--- src/rtl/video_pkg.sv ---
// Shared types, mode tables and helpers for the raster timing generator.
package video_pkg;

  typedef enum logic [1:0] {
    IDLE,
    RUN,
    STOPPING
  } state_t;

  typedef struct packed {
    int h_image;
    int h_front;
    int h_sync;
    int h_back;
    int v_image;
    int v_front;
    int v_sync;
    int v_back;
    bit h_invert;
    bit v_invert;
  } mode_t;

  localparam mode_t MODE_720x480 =
    '{720, 16, 62, 60, 480, 9, 6, 30, 1'b1, 1'b1};

  localparam mode_t MODE_640x480 =
    '{640, 16, 96, 48, 480, 10, 2, 33, 1'b1, 1'b1};

  function automatic int calc_total(
    input int image,
    input int front,
    input int sync,
    input int back
  );
    return image + front + sync + back;
  endfunction

endpackage

--- src/rtl/video_timing_gen_raster_counter.sv ---
// h/v raster position counter with line and frame wrap plus parallel load.
module raster_counter #(
  parameter int H_TOTAL = 16,
  parameter int V_TOTAL = 8,
  parameter int W       = 10
) (
  input  logic         clk,
  input  logic         rst,
  input  logic         adv,
  input  logic         load,
  input  logic [W-1:0] load_h,
  input  logic [W-1:0] load_v,
  output logic [W-1:0] h_q,
  output logic [W-1:0] v_q,
  output logic [W-1:0] h_d,
  output logic [W-1:0] v_d
);

  localparam logic [W-1:0] H_LAST = W'(H_TOTAL - 1);
  localparam logic [W-1:0] V_LAST = W'(V_TOTAL - 1);

  always_comb begin
    h_d = h_q;
    v_d = v_q;
    if (load) begin
      h_d = load_h;
      v_d = load_v;
    end else if (adv) begin
      if (h_q == H_LAST) begin
        h_d = '0;
        v_d = (v_q == V_LAST) ? '0 : v_q + 1'b1;
      end else begin
        h_d = h_q + 1'b1;
      end
    end
  end

  always_ff @(posedge clk or posedge rst) begin
    if (rst) begin
      h_q <= '0;
      v_q <= '0;
    end else begin
      h_q <= h_d;
      v_q <= v_d;
    end
  end

endmodule

--- src/rtl/video_timing_gen.sv ---
// Parametrised raster timing generator with look-ahead scaled fetch
// coordinates; every output is a flop loaded from next-cycle values.
module video_timing_gen
  import video_pkg::*;
#(
  parameter int H_IMAGE   = MODE_720x480.h_image,
  parameter int H_FRONT   = MODE_720x480.h_front,
  parameter int H_SYNC    = MODE_720x480.h_sync,
  parameter int H_BACK    = MODE_720x480.h_back,
  parameter int V_IMAGE   = MODE_720x480.v_image,
  parameter int V_FRONT   = MODE_720x480.v_front,
  parameter int V_SYNC    = MODE_720x480.v_sync,
  parameter int V_BACK    = MODE_720x480.v_back,
  parameter bit H_INVERT  = MODE_720x480.h_invert,
  parameter bit V_INVERT  = MODE_720x480.v_invert,
  parameter int SCALE_X   = 4,
  parameter int SCALE_Y   = 2,
  parameter int LOOKAHEAD = 2,
  parameter int POS_W     = 10
) (
  input  logic             clk,
  input  logic             reset,
  input  logic             enable,
  input  logic             restart,
  output logic [POS_W-1:0] hpos,
  output logic [POS_W-1:0] vpos,
  output logic             in_hblank,
  output logic             in_vblank,
  output logic             in_image,
  output logic             hsync,
  output logic             vsync,
  output logic             line_start,
  output logic             frame_start,
  output logic [15:0]      frame_count,
  output logic [POS_W-1:0] fetch_x,
  output logic [POS_W-1:0] fetch_y,
  output logic             fetch_valid
);

  localparam int H_TOTAL =
    calc_total(H_IMAGE, H_FRONT, H_SYNC, H_BACK);
  localparam int V_TOTAL =
    calc_total(V_IMAGE, V_FRONT, V_SYNC, V_BACK);

  if (H_SYNC == 0 || V_SYNC == 0) begin : g_bad_sync
    $error("sync width must be nonzero");
  end
  if (LOOKAHEAD < 0 || LOOKAHEAD >= H_TOTAL - H_IMAGE) begin : g_bad_la
    $error("LOOKAHEAD out of range");
  end
  if (SCALE_X < 1 || SCALE_Y < 1) begin : g_bad_scale
    $error("SCALE_X and SCALE_Y must be at least 1");
  end
  if (H_TOTAL > (1 << POS_W) || V_TOTAL > (1 << POS_W)) begin : g_bad_w
    $error("raster totals do not fit in POS_W");
  end

  // One extra bit so totals equal to 2^POS_W still compare correctly.
  localparam logic [POS_W:0] H_IMG  = (POS_W+1)'(H_IMAGE);
  localparam logic [POS_W:0] V_IMG  = (POS_W+1)'(V_IMAGE);
  localparam logic [POS_W:0] HS_ON  = (POS_W+1)'(H_IMAGE + H_FRONT);
  localparam logic [POS_W:0] HS_OFF =
    (POS_W+1)'(H_IMAGE + H_FRONT + H_SYNC);
  localparam logic [POS_W:0] VS_ON  = (POS_W+1)'(V_IMAGE + V_FRONT);
  localparam logic [POS_W:0] VS_OFF =
    (POS_W+1)'(V_IMAGE + V_FRONT + V_SYNC);

  localparam logic [POS_W-1:0] H_LAST = POS_W'(H_TOTAL - 1);
  localparam logic [POS_W-1:0] V_LAST = POS_W'(V_TOTAL - 1);
  localparam logic [POS_W-1:0] LA_H   = POS_W'(LOOKAHEAD);

  localparam int LA_CL = (LOOKAHEAD < H_IMAGE) ? LOOKAHEAD : H_IMAGE;
  localparam logic [POS_W-1:0] LA_QX   = POS_W'(LA_CL / SCALE_X);
  localparam logic [POS_W-1:0] LA_SX   = POS_W'(LA_CL % SCALE_X);
  localparam logic [POS_W-1:0] SX_LAST = POS_W'(SCALE_X - 1);
  localparam logic [POS_W-1:0] SY_LAST = POS_W'(SCALE_Y - 1);

  state_t state_q, state_d;
  logic   disp_load, adv, eof, load_idle, run_d;

  logic [POS_W-1:0] h_q, v_q, h_d, v_d;
  logic [POS_W-1:0] ah_q, av_q, ah_d, av_d;
  logic [POS_W-1:0] ah_load;

  logic [POS_W-1:0] qx_q, qx_d, sx_q, sx_d;
  logic [POS_W-1:0] qy_q, qy_d, sy_q, sy_d;

  logic        hblank_q, hblank_d, vblank_q, vblank_d;
  logic        image_q, image_d, hsync_q, hsync_d;
  logic        vsync_q, vsync_d, line_q, line_d;
  logic        frame_q, frame_d, fvalid_q, fvalid_d;
  logic [15:0] fcount_q, fcount_d;

  assign eof = (h_q == H_LAST) && (v_q == V_LAST);

  always_comb begin
    state_d   = state_q;
    disp_load = 1'b0;
    adv       = 1'b0;
    unique case (state_q)
      IDLE: begin
        disp_load = 1'b1;
        if (enable) state_d = RUN;
      end
      RUN: begin
        if (restart) begin
          disp_load = 1'b1;
        end else begin
          adv = 1'b1;
          if (!enable) state_d = STOPPING;
        end
      end
      STOPPING: begin
        if (restart) begin
          disp_load = 1'b1;
          state_d   = RUN;
        end else if (eof && !enable) begin
          disp_load = 1'b1;
          state_d   = IDLE;
        end else begin
          adv     = 1'b1;
          state_d = enable ? RUN : STOPPING;
        end
      end
      default: begin
        disp_load = 1'b1;
        state_d   = IDLE;
      end
    endcase
  end

  assign load_idle = (state_d == IDLE);
  assign run_d     = !load_idle;
  assign ah_load   = load_idle ? '0 : LA_H;

  raster_counter #(
    .H_TOTAL (H_TOTAL),
    .V_TOTAL (V_TOTAL),
    .W       (POS_W)
  ) u_disp (
    .clk    (clk),
    .rst    (reset),
    .adv    (adv),
    .load   (disp_load),
    .load_h ('0),
    .load_v ('0),
    .h_q    (h_q),
    .v_q    (v_q),
    .h_d    (h_d),
    .v_d    (v_d)
  );

  raster_counter #(
    .H_TOTAL (H_TOTAL),
    .V_TOTAL (V_TOTAL),
    .W       (POS_W)
  ) u_ahead (
    .clk    (clk),
    .rst    (reset),
    .adv    (adv),
    .load   (disp_load),
    .load_h (ah_load),
    .load_v ('0),
    .h_q    (ah_q),
    .v_q    (av_q),
    .h_d    (ah_d),
    .v_d    (av_d)
  );

  // Quotients track the ahead position, freezing once it leaves image.
  always_comb begin
    qx_d = qx_q;
    sx_d = sx_q;
    qy_d = qy_q;
    sy_d = sy_q;
    if (disp_load) begin
      qx_d = load_idle ? '0 : LA_QX;
      sx_d = load_idle ? '0 : LA_SX;
      qy_d = '0;
      sy_d = '0;
    end else if (adv) begin
      if (ah_d == '0) begin
        qx_d = '0;
        sx_d = '0;
        if (av_d == '0) begin
          qy_d = '0;
          sy_d = '0;
        end else if ({1'b0, av_q} < V_IMG) begin
          if (sy_q == SY_LAST) begin
            sy_d = '0;
            qy_d = qy_q + 1'b1;
          end else begin
            sy_d = sy_q + 1'b1;
          end
        end
      end else if ({1'b0, ah_q} < H_IMG) begin
        if (sx_q == SX_LAST) begin
          sx_d = '0;
          qx_d = qx_q + 1'b1;
        end else begin
          sx_d = sx_q + 1'b1;
        end
      end
    end
  end

  always_comb begin
    hblank_d = !run_d || ({1'b0, h_d} >= H_IMG);
    vblank_d = !run_d || ({1'b0, v_d} >= V_IMG);
    image_d  = !hblank_d && !vblank_d;
    hsync_d  = (run_d && {1'b0, h_d} >= HS_ON
                && {1'b0, h_d} < HS_OFF) ^ H_INVERT;
    vsync_d  = (run_d && {1'b0, v_d} >= VS_ON
                && {1'b0, v_d} < VS_OFF) ^ V_INVERT;
    line_d   = run_d && (h_d == '0);
    frame_d  = line_d && (v_d == '0);
    fcount_d = frame_d ? fcount_q + 16'd1 : fcount_q;
    fvalid_d = run_d && ({1'b0, ah_d} < H_IMG)
               && ({1'b0, av_d} < V_IMG);
  end

  always_ff @(posedge clk or posedge reset) begin
    if (reset) begin
      state_q  <= IDLE;
      qx_q     <= '0;
      sx_q     <= '0;
      qy_q     <= '0;
      sy_q     <= '0;
      hblank_q <= 1'b1;
      vblank_q <= 1'b1;
      image_q  <= 1'b0;
      hsync_q  <= H_INVERT;
      vsync_q  <= V_INVERT;
      line_q   <= 1'b0;
      frame_q  <= 1'b0;
      fcount_q <= '0;
      fvalid_q <= 1'b0;
    end else begin
      state_q  <= state_d;
      qx_q     <= qx_d;
      sx_q     <= sx_d;
      qy_q     <= qy_d;
      sy_q     <= sy_d;
      hblank_q <= hblank_d;
      vblank_q <= vblank_d;
      image_q  <= image_d;
      hsync_q  <= hsync_d;
      vsync_q  <= vsync_d;
      line_q   <= line_d;
      frame_q  <= frame_d;
      fcount_q <= fcount_d;
      fvalid_q <= fvalid_d;
    end
  end

  assign hpos        = h_q;
  assign vpos        = v_q;
  assign in_hblank   = hblank_q;
  assign in_vblank   = vblank_q;
  assign in_image    = image_q;
  assign hsync       = hsync_q;
  assign vsync       = vsync_q;
  assign line_start  = line_q;
  assign frame_start = frame_q;
  assign frame_count = fcount_q;
  assign fetch_x     = qx_q;
  assign fetch_y     = qy_q;
  assign fetch_valid = fvalid_q;

endmodule

--- config.mk ---
export PLATFORM = sky130hd
export DESIGN_NAME = video_timing_gen
export DESIGN_NICKNAME = d
export VERILOG_FILES = /design/src/rtl/video_pkg.sv /design/src/rtl/video_timing_gen_raster_counter.sv /design/src/rtl/video_timing_gen.sv
export SDC_FILE = /design/constraint.sdc
export NUM_CORES = 1
export LEC_CHECK = 0
export ABC_AREA = 1
export CORE_MARGIN = 2
export CORE_UTILIZATION = 40
export DETAILED_ROUTE_END_ITERATION = 7
export SLEW_MARGIN = 20
export SYNTH_ARGS = -nofsm -noshare
export SYNTH_HDL_FRONTEND = slang
export SYNTH_SLANG_ARGS = --single-unit
--- constraint.sdc ---
create_clock -name clk -period 6.9 [get_ports clk]
set_input_delay 1.725 -clock clk [delete_from_list [all_inputs] [get_ports clk]]
set_output_delay 1.725 -clock clk [all_outputs]
set_load 0.1 [all_outputs]
### Yosys cells after proc, flatten, opt, wreduce, memory -nomap -nowiden

Cells that the tools add are included.
W data, S select, Z words.

| storage, ports and cells | value |
|---|---|
| register bits after elaboration | 106 |
| output and inout port bits | 64 |
| word-level logic and storage cells | 132 |

| cells by class | value |
|---|---|
| equality and inequality tests | 8 |
| muxes and demuxes | 52 |
| bitwise gates (word level) | 2 |
| reductions and logical operators | 33 |
| $add $sub $neg | 9 |
| magnitude comparators | 10 |

Operators by type and width:

| cell | number |
|---|---|
| $mux W10 | 36 |
| $add A10 B1 Y10 const B | 8 |
| $eq A10 B10 Y1 const B | 4 |
| $logic_not A10 Y1 | 4 |
| $lt A10 B10 Y1 const B | 3 |
| $lt A10 B9 Y1 const B | 3 |
| $ge A10 B10 Y1 const B | 2 |
| $ge A10 B9 Y1 const B | 2 |
| $add A16 B1 Y16 const B | 1 |
| $mux W2 | 7 |
| $reduce_bool A3 Y1 | 4 |
| $logic_and A1 B1 Y1 | 11 |
| $eq A10 B1 Y1 const B | 1 |
| $eq A10 B2 Y1 const B | 1 |
| $mux W1 | 6 |
| $pmux W2 S3 | 1 |
| $reduce_and A3 Y1 | 2 |
| $logic_not A1 Y1 | 4 |
| $logic_not A2 Y1 | 2 |
| $pmux W1 S2 | 2 |
| $reduce_and A4 Y1 | 1 |
| $reduce_bool A2 Y1 | 2 |
| $eq A2 B1 Y1 const B | 1 |
| $eq A2 B2 Y1 const B | 1 |
| other kinds (3) | 5 |

### Depth between registers and ports, before layout

Gate-level depths: netlist of the first run.

| logic depth | value |
|---|---|
| word-level depth | 13 |
| mapped depth | 19 |

### Modules after synthesis

Synthesis of the first run repeated with hierarchy kept, for this count alone.

| second synthesis, totals | value |
|---|---|
| cell total of the unflattened synthesis | 1,002 |
| area, all modules | 7,161.9 µm² |

Modules (own cells, without submodules):

| module | area each (µm²) | seq. area each (µm²) | cells an instance | instances |
|---|---|---|---|---|
| video_timing_gen | 4,269.1 | 1,656.6 | 580 | 1 |
| raster_counter | 1,446.4 | 500.5 | 211 | 2 |

### Worst setup path before layout of the first run

No wires, ideal clock.

| timing | value |
|---|---|
| kind | input port to flip-flop |
| start point | input port restart |
| end point | register fcount_q[2], in the netlist frame_count[2] |
| slack | 3.362 ns |
| arrival time | 3.416 ns |
| library setup time | 0.123 ns |
| buffers on the path | 2 |
| stages on the path | 14 |
| cell sequence | nor3_1 -> nand2_2 -> inv_2 -> buf_2 -> nand4_1 -> nand3_1 -> nand2_1 -> nor2_1 -> nand2_1 -> nor2_4 -> nand2_4 -> buf_6 -> nand2_1 -> nand2_1 |

| on the way | value |
|---|---|
| longest elaborated chain between the ends | 7 |

Ends and longest elaborated chain:

| item | RTL line | source |
|---|---|---|
| start: declaration | video_timing_gen.sv:24 | `input logic restart,` |
| $mux W1, on equally long branches | video_timing_gen.sv:114, video_timing_gen.sv:106 |  |
| $pmux W1 S2 | video_timing_gen.sv:100 | `unique case (state_q)` |
| $mux W10 | video_timing_gen_raster_counter.sv:28 | `end else if (adv) begin` |
| $mux W10 | video_timing_gen_raster_counter.sv:25 | `if (load) begin` |
| $logic_not A10 Y1 | video_timing_gen.sv:215 | `line_d = run_d && (h_d == '0);` |
| $logic_and A1 B1 Y1 | video_timing_gen.sv:215 |  |
| $logic_and A1 B1 Y1 (*) | video_timing_gen.sv:216 | `frame_d = line_d && (v_d == '0);` |
| end signal: assignment | video_timing_gen.sv:251 | `fcount_q <= fcount_d;` |
| end: declaration | video_timing_gen.sv:92 | `logic [15:0] fcount_q, fcount_d;` |

Mark *: on every way between the ends. The rest lies on a longest branch, timed or not.
A chain may end at the register's enable or synchronous reset.

### Worst setup path in the final report of the first run

| timing | value |
|---|---|
| start point | input port restart |
| end point | register qy_q[8], in the netlist fetch_y[8] |

| on the way | value |
|---|---|
| longest elaborated chain between the ends | 9 |

Ends and longest elaborated chain:

| item | RTL line | source |
|---|---|---|
| $mux W1, on equally long branches | video_timing_gen.sv:114, video_timing_gen.sv:106 |  |
| $pmux W1 S2 | video_timing_gen.sv:100 |  |
| $mux W10 | video_timing_gen_raster_counter.sv:28 |  |
| $mux W10 | video_timing_gen_raster_counter.sv:25 |  |
| $logic_not A10 Y1 | video_timing_gen.sv:185 | `if (av_d == '0) begin` |
| $mux W10 | video_timing_gen.sv:185 |  |
| $mux W10 | video_timing_gen.sv:182 | `if (ah_d == '0) begin` |
| $mux W10 | video_timing_gen.sv:181 | `end else if (adv) begin` |
| $mux W10 | video_timing_gen.sv:176 | `if (disp_load) begin` |
| end signal: assignment | video_timing_gen.sv:242 | `qy_q <= qy_d;` |
| end: declaration | video_timing_gen.sv:86 | `logic [POS_W-1:0] qy_q, qy_d, sy_q, sy_d;` |

Several ways; a longest one is shown, not always the timed one. The select of a mux whose other input is x is not followed.

==> reports/metrics.yaml, run 1 <==
synth_ff_type: "dfrtp_1"
area_delta_synth_final_pct: 15.40
wl_per_cell_um: 13.02
h-tree-depth: 3
slew_headroom_pct: 34.10
period_share_pct: 77.76
drt_iter0_markers: 357
final_common_cell: "nand2_1"
critPathCaptureType: "register"
start_util_pct: 40.45
status: "finished clean"
clkSlewWorstSetupHoldPaths_ns: 0.07
ys_seq_area_share_pct: 36.95
yosysUniqueCellTypes: 41
peakVddDrop_uv: 310.2
grt_pass1_vias: 6018
cp_slowest_cell: "o21ai_1"
synthMuxAreaShare_pct: 0
max_freq_mhz: 186.4
vias: 6595
synth_cells: 1043
io_buffers: 67
synth_fa_ha_area_share_pct: 3.132
hold_viol_final: 0
ctsHoldBuffers: 0
cp-start-kind: "primary input"
synth_edf_count: 0
powerDensity_nw_per_um2: 417.4
core_area_um2: 17780
root_buffer: "clkbuf_16"
cp-startpoint: "restart"
grt_pass1_wl_um: 29110
layout.nets: 1115
synth.avg_cell_area_um2: 6.895
place_congestion: 0.8608
ctsLongestPathBuffers: 2
path_cells: "clkdlybuf4s50_1 -> nor3_1 -> buf_4 -> nand2_2 -> inv_2 -> nand2_1 -> nand3_1 -> nand2_1 -> nor2_1 -> nand3_1 -> o21ai_1 -> nand3_1 -> nand2_1 -> nand2_1"
drc: 0
die_x_um: 138.1
syn_nets: 1065
synth_top_family_by_area: "simple AND/OR/NAND/NOR gates"
numClockSinks: 106
setup_violations: 0
place_area_um2: 8020
final_util_pct: 46.68
worst_ep_arrival_time_ns: 5.61
dp_slack_ns: 1.151
tightest_slew_ns: 0.9855
syn_area_um2: 7192
fin_area_um2: 8299
post-cts-setup-buffer-count: 0
dieArea_um2: 19070
dp_hpwl_um: 12220
period_minus_slack_ns: 5.366
maxCapViolCount: 0
criticalPathCategory: "primary input to register"
track_usage_pct: 18.22
num_io_pins: 68
drv_slew: 0
setup_slack_ns: 1.535
yosys.area_share.simple_pct: 39.79
slowest_delay_ns: 0.70
hold_path.class: "register to register"
postRouteAntennaNets: 0
crit_path_frequent_cell: "nand2_1"
vias_per_cell: 4.970
skew_ns: 0.01382
yosysWarnings: 0
grt-ovfl-total: 0
cts_buffers: 9
r2r-start: "u_disp.h_q[1]"
routed_wirelength_um: 17280
worstSkewPairLatency_ns: 0.36
worstPathMaxFanout: 40
power.leakage_uw: 0.004190
yosys_register_bits: 106
antenna_found_initial: 0
required_ns: 7.15
grt_start_max_net_pins: 64
grt_setup_unrepaired: "no"
diodes: 0
die_h_um: 138.1
cts_tree: "built"
layout-drive-gt1-share_pct: 4.736
synth_compound_area_share_pct: 4.819
core.rowCount: 49
tns_ns: 0
power_uw: 3464
synth_xor_xnor_area_share_pct: 5.237
hold_start: "sx_q[9]"
firstDrtPassIters: 8
ys_async_sr_fraction_pct: 100.0
postCtsResizedCells: 0
final_cell_mix: "nand2_1 (313), inv_1 (141), nand3_1 (137), dfrtp_1 (102), nor2_1 (82)"
logic make-up after synthesis:
| group | after synthesis |
|---|---|
| AOI/OAI and AO/OA | 63 |
| xor gates and xnor gates | 43 |
| DFF | 106 |
| and+or+nand+nor | 633 |
| buffers and inverters | 180 |
| adders and majority gates | 18 |
cell type report:
type,count,area [µm²]
timing repair buffer,71,700.7
multi-input combinational,757,3817
tap,229,286.5
inverter,148,558.0
clock buffer,14,264.0
fill,1840,9480
sequential,106,2658
clock inverter,2,15.01
stage by stage:
stage	instances	hold slack [ns]
after CTS	1327	0.4912
after floorplan	1043	0.4489
after global routing	1327	0.5192
after detailed placement	1311	0.4734
final	1327	0.4874
after global placement	1311	0.4643
worst paths after layout:
check                             end  slack (ns)  depth (start not counted)
setup reg to reg           fetch_y[8]        2.44                         16
max in group asynchronous       vsync        3.91                          3
setup / recovery           fetch_y[8]        1.53                         14
hold / removal                sx_q[9]        0.49                          2
min in group asynchronous  fetch_y[7]        1.84                          2
hold reg to reg               sx_q[9]        0.49                          2
Yosys cell counts, drive strengths merged, types with 13 or more instances:
library cell  number  area, µm²
inv              148      555.5
nand3            138      695.7
nor2              88      367.9
nand4             20      146.4
nor3              20      100.1
buf               25      142.6
nand2            315       1192
or2               13      81.34
dfrtp            102       2552
xor2              38      332.8
nand3b            25      187.7
ha                18      225.2
o21ai             43      219.0
report_power, final:
part	total (µW)	internal (µW)	switching [µW]
clock	497	266	232
sequential	880	746	134
combinational	2090	469	1620
sequential cells by signal (all words and copies together) (netlist names), 2 cells and up:
register     cells
u_ahead.h_q     10
u_ahead.v_q     10
sx_q            10
fetch_x         10
frame_count     16
fetch_y         10
u_disp.v_q      10
u_disp.h_q      10
sy_q            10
state_q          2
routing by layer:
metal  wire length [µm]  track usage [%]  vias to the layer above
met2               7780            29.05                      112
met3                674            2.736                       18
met5                  0                0                        -
li1                   -                -                     3406
met4                300            6.284                        0
met1               8521            25.43                     3059
critical path: cells and delay by family:
kind | cells | cell delay, ns
buffers and inverters | 3 | 1.16
AOI/OAI and AO/OA | 1 | 0.70
and+or+nand+nor | 10 | 2.02
(Power assumes the default switching activity.)
==> inputs of run 2 (changes only) <==
clock period = 5.6 ns   (was 6.9 ns; I/O delays follow)
==> run 2 against run 1 <==
Against the previous run: flip-flop and latch count stayed put; combinational power is 25% higher; first-iteration DRC count is 29% higher; total power is 26% higher; register-to-register slack worse by 1.0 ns; utilization is 0.38 points higher; critical path depth stayed put; final cell count is 0.38% higher; routed wire length is 0.18% higher; final area is 0.81% higher; global-route usage is 0.31 points higher; clock power is 36% higher; largest cell class unchanged; largest power group unchanged.
==> reports/metrics.yaml, run 2 (same netlist as run 1, synthesis figures left out) <==
io_buffers: 67
ctsLongestPathBuffers: 2
start_util_pct: 40.45
h-tree-depth: 3
power_frac_seq_pct: 24.7
vias_per_cell: 4.916
numClockSinks: 106
clkSlewWorstSetupHoldPaths_ns: 0.07
hold_viol_final: 0
postCtsResizedCells: 0
antenna_found_initial: 1
cp-start-kind: "primary input"
vias: 6548
tns_ns: 0
die_x_um: 138.1
track_usage_pct: 18.53
grt_setup_unrepaired: "no"
comb_power_share_pct: 59.9
worstSkewPairLatency_ns: 0.36
pwr-share-clk_pct: 15.4
final_common_cell: "nand2_1"
drv_slew: 0
period_minus_slack_ns: 4.734
dieArea_um2: 19070
core_area_um2: 17780
ctsHoldBuffers: 0
area_delta_synth_final_pct: 16.34
p_switching_uw: 2463
post-cts-setup-buffer-count: 0
grt-ovfl-total: 0
worstPathMaxFanout: 40
root_buffer: "clkbuf_16"
place_congestion: 0.8697
internal_power_uw: 1915
grt_start_max_net_pins: 47
wl_per_cell_um: 12.99
power.leakage_uw: 0.004236
routed_wirelength_um: 17310
power_uw: 4378
fill_cells: 1795
period_share_pct: 84.54
multi_input_area_um2: 3817
layout-drive-gt1-share_pct: 5.354
maxCapViolCount: 0
die_h_um: 138.1
powerDensity_nw_per_um2: 523.3
grt_pass1_vias: 6094
skew_ns: 0.009563
drc: 0
postRouteAntennaNets: 0
sw_frac_of_total_pct: 56.26
drt_iter0_markers: 459
grt_pass1_wl_um: 29690
required_ns: 5.85
largest_reg_flops: 16
core.rowCount: 49
slew_headroom_pct: 33.57
dp_hpwl_um: 12440
max_freq_mhz: 211.2
critPathCaptureType: "register"
peakVddDrop_uv: 484.8
worst_ep_arrival_time_ns: 4.98
ff_latch_area_um2: 2658
cts_buffers: 9
tightest_slew_ns: 0.9934
whs_ns: 0.4878
final_cell_mix: "nand2_1 (313), inv_1 (141), nand3_1 (137), dfrtp_1 (102), nor2_1 (82)"
num_io_pins: 68
setup_violations: 0
cts_tree: "built"
hold_path.class: "register to register"
firstDrtPassIters: 5
criticalPathCategory: "primary input to register"
layout.nets: 1119
status: "finished clean"
## run 2: cell types whose count changed in the layout (fill, tap and decap cells not counted), sizes merged
cell      previous run  this run
buf                  4         8
clkbuf              14        11
clkinv               0         3
clkinvlp             2         0
bufinv               0         1
diode                0         1
inv                148       149
## run 2: worst max-delay path, stage by stage
cell	delay (ns)
clkdlybuf4s50_1	0.44
nor3_1	0.18
buf_4	0.22
nand2_2	0.08
inv_2	0.51
nand2_1	0.12
nand3_1	0.13
nand2_1	0.06
nor2_1	0.09
nand3_1	0.37
o21ai_1	0.60
nand3_1	0.54
nand2_1	0.18
nand2_1	0.06
## run 2: area by class of cell
cell class,count,area share [%]
Antenna cell,1,0.02991
Clock buffer,11,3.021
Clock inverter,5,0.7328
Inverter,148,6.670
Multi-Input combinational cell,757,45.63
Sequential cell,106,31.76
Tap cell,229,3.425
Timing Repair Buffer,75,8.733
## run 2: path summary, 6_finish.rpt
kind | start | endpoint | slack, ns | cells past startpoint
setup / recovery | restart | fetch_y[6] | 0.87 | 14
max in group asynchronous | reset | u_ahead.h_q[7] | 3.27 | 3
hold / removal | sx_q[9] | sx_q[9] | 0.49 | 2
setup reg to reg | u_ahead.h_q[1] | fetch_y[6] | 1.42 | 17
min in group asynchronous | reset | fetch_y[9] | 1.46 | 2
hold reg to reg | sx_q[9] | sx_q[9] | 0.49 | 2
## run 2: power by group through the flow
stage / Combinational (µW) / Sequential, µW / Clock [µW]
floorplan: 1560 / 1580 / 0
global placement: 2620 / 1100 / 0
detailed placement: 2630 / 1090 / 0
CTS: 2630 / 1080 / 692
global route: 2920 / 1110 / 723
finish: 2620 / 1080 / 674
## run 2: per-stage QoR
stage / worst slack [ns] / cell area (µm²) / utilization, % / std cells
floorplan: 1.418 / 7192 / - / 1043
global placement: 0.5346 / 8050 / 45.28 / 1315
detailed placement: 0.4713 / 8050 / 45.28 / 1315
CTS: 0.8408 / 8364 / 47.04 / 1331
global route: 0.3522 / 8364 / 47.04 / 1331
finish: 0.8656 / 8367 / 47.06 / 1332
## run 2: layer usage
layer  up-vias  GRT usage, %  share of wire (%)
li1       3412             -                  -
met1      2992         26.27                 49
met2       130         29.08                 45
met3        14         3.879                4.4
met4         0         4.619                1.2
met5         -             0                  0
==> inputs of run 3 (changes only) <==
clock period = 4.5 ns   (was 5.6 ns; I/O delays follow)
==> run 3 against run 2 <==
Against the previous run: critical path depth did not move; die area did not move; via count rose by 0.55%; setup slack improved by 0.067 ns; non-clock buffer count rose by 7; final area rose by 0.90%; flip-flop and latch count did not move; count of clock-buffer cells in the layout fell by 2; utilization rose by 0.42 points.
==> reports/metrics.yaml, run 3 (same netlist as run 1, synthesis figures left out) <==
antenna_found_initial: 0
die_h_um: 138.1
worst_ep_arrival_time_ns: 3.82
peakVddDrop_uv: 527.6
fill_cells: 1791
r2r-start: "u_disp.h_q[1]"
postCtsResizedCells: 0
final_cell_mix: "nand2_1 (313), inv_1 (141), nand3_1 (137), dfrtp_1 (102), nor2_1 (82)"
drv_slew: 0
ff2ff_path_depth: 16
dp_hpwl_um: 12470
holdPathEnd: "sx_q[9]"
cts_buffers: 9
firstDrtPassIters: 5
tightest_slew_ns: 0.9903
powerDensity_nw_per_um2: 666.0
dieArea_um2: 19070
grt_pass1_vias: 6301
max_freq_mhz: 280.3
vias_per_cell: 4.921
maxCapViolCount: 0
hold_viol_final: 0
hold_path.class: "register to register"
ctsHoldBuffers: 0
cts_tree: "built"
grt_start_max_net_pins: 55
root_buffer: "clkbuf_16"
wl_per_cell_um: 13.13
track_usage_pct: 19.14
cp_slowest_cell: "clkdlybuf4s50_1"
clkSlewWorstSetupHoldPaths_ns: 0.07
core_area_um2: 17780
worstSkewPairLatency_ns: 0.36
final_util_pct: 47.48
cp-start-kind: "primary input"
setup_violations: 0
place_congestion: 0.8956
cp.depth: 14
whs_ns: 0.5091
multi_input_area_um2: 3817
drt_iter0_markers: 426
routed_wirelength_um: 17570
drc: 0
area_delta_synth_final_pct: 17.38
worstPathMaxFanout: 18
grt-ovfl-total: 0
critical_path_buf_inv_count: 3
h-tree-depth: 3
power.leakage_uw: 0.004275
die_x_um: 138.1
crit_path_frequent_cell: "nand2_1"
critPathCaptureType: "register"
ff_latch_area_um2: 2658
diodes: 0
postRouteAntennaNets: 0
critical_path.top_delay_family: "simple AND/OR/NAND/NOR gates"
period_minus_slack_ns: 3.568
post-cts-setup-buffer-count: 0
slowest_delay_ns: 0.46
ctsLongestPathBuffers: 2
grt_setup_unrepaired: "no"
largest_reg_flops: 16
io_buffers: 67
reg2reg_slack_ns: 1.05
final_common_cell: "nand2_1"
criticalPathCategory: "primary input to register"
layout.nets: 1126
skew_ns: 0.008492
layout-drive-gt1-share_pct: 5.951
vias: 6584
hold_depth: 2
hold_start: "sx_q[9]"
status: "finished clean"
path_cells: "clkdlybuf4s50_1 -> nor3_1 -> nand2_2 -> inv_2 -> buf_4 -> o21ai_1 -> nand2_1 -> nand2_1 -> nor2_1 -> nand2_1 -> nor2_4 -> nand2_4 -> nand2_1 -> nand2_1"
grt_pass1_wl_um: 30620
period_share_pct: 79.28
r2r-end: "frame_count[4]"
tns_ns: 0
numClockSinks: 106
start_util_pct: 40.45
num_io_pins: 68
required_ns: 4.76
core.rowCount: 49
slew_headroom_pct: 33.78
[run 3: per-stage QoR]
stage	std cells	power, µW	instance area [µm²]	setup WS [ns]
5_1_grt	1338	6100	8442	0.5494
3_3_place_gp	1322	4758	8115	0.5629
3_5_place_dp	1322	4773	8115	0.5396
4_1_cts	1338	5678	8442	0.9206
6_report	1338	5622	8442	0.9322
2_1_floorplan	1043	3908	7192	0.5927
[run 3: final cells by class]
| type | instances | area share [%] |
|---|---|---|
| Multi-Input combinational cell | 757 | 45.22 |
| Sequential cell | 106 | 31.48 |
| Timing Repair Buffer | 82 | 9.426 |
| Inverter | 148 | 6.610 |
| Tap cell | 229 | 3.394 |
| Clock buffer | 9 | 2.668 |
| Clock inverter | 7 | 1.201 |
[run 3: worst max-delay path by stage]
stage,startpoint,to,slack [ns]
detailed placement,restart,frame_count[9],0.54
floorplan,reset,fetch_valid,0.59
global route,restart,frame_count[2],0.55
finish,restart,frame_count[4],0.93
global placement,restart,frame_count[12],0.56
CTS,restart,frame_count[4],0.92
[run 3: report_power, final]
part / total (µW) / internal (µW) / switching (µW)
Clock: 876 / 493 / 383
Combinational: 3400 / 874 / 2530
Sequential: 1340 / 1140 / 202
Total: 5620 / 2510 / 3110
[run 3: routing by layer]
metal | wire length (µm) | up-vias | global-route usage (%)
li1 | - | 3431 | -
met3 | 616 | 9 | 3.637
met5 | 0 | - | 0
met1 | 8677 | 3044 | 26.52
met2 | 8095 | 100 | 30.93
met4 | 179 | 0 | 5.102
[run 3: worst reg2reg max path: cells and delay by family, from the launching register on]
kind / cells / cell delay, ns
AND/OR/NAND/NOR: 12 / 2.05
buffers and inverters: 2 / 0.46
flip-flops: 1 / 0.42
AO/OA/AOI/OAI: 1 / 0.23
adder cells (fa/ha/maj): 1 / 0.19
